[src/rtl/intc_pkg.sv]
// Shared definitions for the interrupt controller: FSM state encoding and
// register-port address map.
package intc_pkg;

    typedef enum logic [1:0] {
        IDLE    = 2'd0,
        REQ     = 2'd1,
        SERVICE = 2'd2
    } state_t;

    localparam logic [1:0] MASK = 2'd0;
    localparam logic [1:0] PEND = 2'd1;
    localparam logic [1:0] ISR  = 2'd2;
    localparam logic [1:0] STAT = 2'd3;

endpackage

[src/rtl/prio_encoder.sv]
// Fixed-priority encoder: reports the lowest-index set bit of req and
// whether any bit is set.
module prio_encoder #(
    parameter int N  = 8,
    parameter int IW = (N > 1) ? $clog2(N) : 1
) (
    input  logic [N-1:0]  req,
    output logic [IW-1:0] idx,
    output logic          valid
);

    // NOTE: every output of a combinational block gets a default first, so no
    // path through the block can leave a value unassigned and infer a latch.
    always_comb begin
        idx   = '0;
        valid = |req;
        // Walk downward so the lowest set index is the last one written.
        for (int i = N - 1; i >= 0; i--) begin
            if (req[i]) idx = IW'(i);
        end
    end

endmodule

[src/rtl/interrupt_controller.sv]
// Edge-triggered IRQ/NMI collector with fixed-priority arbitration, CPU
// acknowledge handshake, in-service tracking and a small register port.
module interrupt_controller
    import intc_pkg::*;
#(
    parameter int          N_IRQ      = 8,
    parameter logic [31:0] VEC_BASE   = 32'h0000_0100,
    parameter logic [31:0] VEC_STRIDE = 32'h0000_0010,
    parameter logic [31:0] NMI_VEC    = 32'h0000_0080,
    parameter logic [31:0] SPUR_VEC   = 32'h0000_00F0
) (
    input  logic             Clk,
    input  logic             Reset,
    input  logic [N_IRQ-1:0] irq,
    input  logic             nmi_in,
    input  logic             isInterrupted,
    input  logic             INA,
    input  logic             eoi,
    input  logic             cfg_we,
    input  logic [1:0]       cfg_addr,
    input  logic [15:0]      cfg_wdata,
    output logic [15:0]      cfg_rdata,
    output logic             INT,
    output logic             NMI,
    output logic [31:0]      vector,
    output logic             spurious
);

    localparam int IW = (N_IRQ > 1) ? $clog2(N_IRQ) : 1;

    state_t           state, next_state;
    logic [N_IRQ-1:0] mask, pending, in_service, irq_q;
    logic             nmi_q, nmi_pend, armed;
    logic [N_IRQ-1:0] eligible, irq_edge, ack_clr, w1c;
    logic [IW-1:0]    winner;
    logic             winner_valid, nmi_edge;
    logic             int_ack, nmi_ack, spur_ack;
    logic             unused_wdata;

    assign unused_wdata = &{1'b0, cfg_wdata};

    // The history registers come out of reset at 0; armed masks the first
    // post-reset cycle so lines held high across reset do not look like edges.
    assign irq_edge = armed ? (irq & ~irq_q) : '0;
    assign nmi_edge = armed & nmi_in & ~nmi_q;

    assign eligible = pending & ~mask;

    prio_encoder #(.N(N_IRQ), .IW(IW)) u_prio (
        .req   (eligible),
        .idx   (winner),
        .valid (winner_valid)
    );

    assign int_ack  = isInterrupted & INA & (state == REQ) & winner_valid;
    assign nmi_ack  = isInterrupted & ~INA & nmi_pend;
    assign spur_ack = isInterrupted & ~int_ack & ~nmi_ack;

    assign ack_clr = int_ack ? (N_IRQ'(1) << winner) : '0;
    assign w1c     = (cfg_we && cfg_addr == PEND) ? cfg_wdata[N_IRQ-1:0] : '0;

    assign NMI = nmi_pend;

    always_comb begin
        next_state = state;
        unique case (state)
            IDLE:    if (winner_valid) next_state = REQ;
            REQ: begin
                if (int_ack)            next_state = SERVICE;
                else if (!winner_valid) next_state = IDLE;
            end
            SERVICE: if (eoi) next_state = IDLE;
            default: next_state = IDLE;
        endcase
    end

    // NOTE: state registers use non-blocking assignments so every register
    // samples pre-edge values regardless of statement order.
    always_ff @(posedge Clk) begin
        if (Reset) begin
            state      <= IDLE;
            mask       <= '1;
            pending    <= '0;
            in_service <= '0;
            irq_q      <= '0;
            nmi_q      <= 1'b0;
            nmi_pend   <= 1'b0;
            armed      <= 1'b0;
            INT        <= 1'b0;
            vector     <= '0;
            spurious   <= 1'b0;
        end else begin
            state    <= next_state;
            irq_q    <= irq;
            nmi_q    <= nmi_in;
            armed    <= 1'b1;
            // INT rises one cycle after entering REQ and drops on the edge that leaves it.
            INT      <= (state == REQ) && (next_state == REQ);
            spurious <= spur_ack;

            if (cfg_we && cfg_addr == MASK) mask <= cfg_wdata[N_IRQ-1:0];

            // New edges are OR-ed in last so a set beats an ack or W1C clear.
            pending  <= (pending & ~(w1c | ack_clr)) | irq_edge;
            nmi_pend <= (nmi_pend & ~nmi_ack) | nmi_edge;

            if (state == SERVICE && eoi) in_service <= '0;
            else if (int_ack)            in_service <= in_service | ack_clr;

            if (int_ack)       vector <= VEC_BASE + 32'(winner) * VEC_STRIDE;
            else if (nmi_ack)  vector <= NMI_VEC;
            else if (spur_ack) vector <= SPUR_VEC;
        end
    end

    always_comb begin
        cfg_rdata = '0;
        unique case (cfg_addr)
            MASK:    cfg_rdata = 16'(mask);
            PEND:    cfg_rdata = 16'(pending);
            ISR:     cfg_rdata = 16'(in_service);
            STAT:    cfg_rdata = {13'b0, nmi_pend, state};
            default: cfg_rdata = '0;
        endcase
    end

endmodule

[config.mk]
export PLATFORM = sky130hd
export DESIGN_NAME = interrupt_controller
export DESIGN_NICKNAME = d
export VERILOG_FILES = /design/src/rtl/intc_pkg.sv /design/src/rtl/prio_encoder.sv /design/src/rtl/interrupt_controller.sv
export SDC_FILE = /design/constraint.sdc
export NUM_CORES = 1
export LEC_CHECK = 0
export ABC_AREA = 1
export BUFFER_PORTS_ARGS = -buffer_cell sky130_fd_sc_hd__buf_2
export CAP_MARGIN = 10
export CORE_MARGIN = 2
export CORE_UTILIZATION = 53
export DETAILED_ROUTE_END_ITERATION = 12
export GPL_TIMING_DRIVEN = 0
export PLACE_DENSITY = 0.85
export SLEW_MARGIN = 5
export SYNTH_ARGS = -nofsm -noshare
export SYNTH_HDL_FRONTEND = slang
export SYNTH_HIERARCHICAL = 1
export SYNTH_SLANG_ARGS = --single-unit
[constraint.sdc]
create_clock -name Clk -period 3.3 [get_ports Clk]
set_input_delay 0.495 -clock Clk [delete_from_list [all_inputs] [get_ports Clk]]
set_output_delay 0.495 -clock Clk [all_outputs]
set_load 0.02 [all_outputs]
==> metrics <==
first-pass detailed-route iteration total=4; GRT Max-Usage Layer=met2; xor and xnor area share after synthesis=0%; Top FF cell, synth=dfxtp_1; Max-Cap Viols=0; total track usage=approximately 22%; Netlist cell types=32; worst hold path endpoint=irq_q[1]$_SDFF_PP0_; startpoint types=input pin; Clock Pin Slew Worst Setup and Hold Paths=0.08 ns; DRT antenna net count=0; CTS tree=done; die area=approximately 0.0048 mm^2; Hold Buf Count CTS=0; Max Transition Viols Final=0; Mean Syn Cell Area=7.158 um^2; register bit count reported by yosys=44; grt ovf=0; crit-path max FO=8; hold path start=irq[1]; Critical Path Sink Type=primary output; PwrDens=431.7 mW/mm^2; Antenna diodes=0; final setup vio count=0; routing usage on met1=a little over a quarter; Die X=just under 70 um; Iteration-0 DRC Markers=roughly 130; worst reg-to-reg path cell count=10; post_cts resized=0; WHS Path Cells=3; first-pass GRT wire length=8569 um; setup repair after global routing missed its margin=false; CORE AREA=0.004086 mm^2; post-DP HPWL=between 4000 and 5000 um; synthesized area=between 0.002 and 0.0025 mm^2; crit path DAT=~1.4 ns; reg2reg start=pending[6]$_SDFF_PP0_; setup ws final=around 1.4 ns; pre-CTS setup slack=roughly 1.4 ns; Slew HR=about two thirds; Mapped Cells=about 320; CTS Buf Count=5; Remaining DRCs=0; Ys Warns=6; via count=between 2000 and 2500; post-synthesis sequential area ratio=38.58%; P_leak=roughly 1.4 nW; status=finished, final reports clean; kind of critical path=in -> out; CTS root buf=clkbuf_8; Post-synth ARST share=0%; initial core utilization=55.88%; Vert. Die Dim=between 60 and 70 um; reg2reg end=pending[7]$_SDFF_PP0_; most frequent cell after synthesis=nand2_1; Yosys top cell area share=between 30 and 40%; Post-Route Skew=around 0.0075 ns; IO Pins=84; main combinational cell family by area after synthesis=simple AND/OR/NAND/NOR gates; met3 Use GR=6.686%; # Post-CTS Setup Buffers=0; Area growth, synth to finish=21.15%; Sink Count=44; M2 GR Usage=37.07%; Routed Wire Length=5188 um; Slew @ Worst Pin=0.5040 ns; Net count, final=430; Clock Latency Late Sink=approximately 0.3 ns; CP required=2.80 ns; Via density=~4.7; largest area contributor in the netlist=dfxtp_1; Worst Hold Class=in -> reg; final count of hold timing violations=0; Synth Area in Adders=0%; Post-Synth Simple-Gate Area=28.99%; GPL Wtd Cong=approximately 0.89; layout cell share with drive strength beyond 1=between 20% and 30%; f_max=between 0.5 and 0.6 GHz; wire per inst=11.58 um; largest net degree at the start of global routing=14; Synth Area in Compound Gates=around a tenth; mux contribution to synthesized area=0%; Final period util=58.70%; antenna violations before repair=0; fin crit period=between 1.5 and 2 ns; num rows=23; Max IR drop VDD=0.0003172 V; number of synthesized flops with an enable pin=0; H-tree depth=2; PortBufs=37; vias in the first global route=1930; top cells by area, synth=dfxtp_1 39%, buf_4 12%, nand2_1 11%; Fin Setup TNS=0 ns; Reg2Reg Setup Slack=1.52 ns; clk buf depth=2; Commonest cells post-synth=66 x nand2_1, 47 x inv_1, 44 x dfxtp_1
## cells by family after synthesis
family                 after synthesis
AOI/OAI and AO/OA                   37
buffers and inverters               92
DFF                                 44
other                                1
and+or+nand+nor                    145
## critical path: stages
cell	delay, ns
buf_4	0.16
inv_1	0.09
nand2_1	0.18
o221ai_1	0.30
buf_2	0.22
## per-layer routing
| layer | routed length [um] | share of wire, % |
|---|---|---|
| met4 | 112 | 2.2 |
| met2 | 2405 | 46 |
| met5 | 0 | 0 |
| met3 | 520 | 10 |
| met1 | 2150 | 41 |
## report_power, final
part	total (mW)	internal [mW]	switching (mW)	leakage [nW]
sequential	0.569	0.555	0.0141	0.362
combinational	0.217	0.0791	0.137	0.979
clock	0.409	0.225	0.184	0.0552
total	1.19	0.859	0.336	1.40
## how the worst max path moves through the flow
stage                     cells past startpoint                     to  slack, ns                  start
after CTS                                     5           cfg_rdata[4]       1.41            cfg_addr[0]
after global routing                         13  pending[7]$_SDFF_PP0_       1.31  pending[5]$_SDFF_PP0_
after floorplan                               4           cfg_rdata[0]       1.54            cfg_addr[0]
after detailed placement                      5           cfg_rdata[4]       1.42            cfg_addr[0]
after global placement                        5           cfg_rdata[2]       1.45            cfg_addr[0]
final                                         5           cfg_rdata[4]       1.36            cfg_addr[0]
## registers in the layout, summed over array words and instances, names as in the netlist
name / count
INT: 1
NMI: 1
armed: 1
in_service: 8
irq_q: 8
mask: 8
nmi_q: 1
pending: 8
spurious: 1
state: 2
vector: 5
## cell type report
cell class / count / area, um^2
clock buffer: 6 / 72.57
inverter: 49 / 183.9
buffer: 43 / 310.3
timing repair buffer: 37 / 185.2
clock inverter: 2 / 35.03
multi-input combinational: 217 / 1036
sequential: 44 / 880.8
fill: 360 / 1320
tap: 50 / 62.56
## placed cells by master, fill, tap and decap left out, drive strengths merged
cell type / n
conb: 35
clkinv: 1
or2: 1
nand4: 3
o31ai: 1
nand3b: 2
nor4: 1
buf: 77
clkbuf: 9
nand3: 25
o2111ai: 3
nor3: 2
inv: 49
dfxtp: 44
o221ai: 4
a21oi: 21
nor2: 41
bufinv: 1
a31oi: 1
o21ai: 3
o211ai: 4
nand2: 70
## metrics by stage
stage	hold slack, ns	util [%]	cell area, um^2	instances	power (mW)
4_1_cts	0.3984	67.70	2766	448	1.197
5_1_grt	0.4137	67.70	2766	448	1.245
2_1_floorplan	0.4319	-	2411	353	0.7417
3_3_place_gp	0.4389	65.06	2659	440	0.7895
6_report	0.4007	67.70	2766	448	1.194
3_5_place_dp	0.4505	65.06	2659	440	0.7940
(Power assumes the default switching activity.)
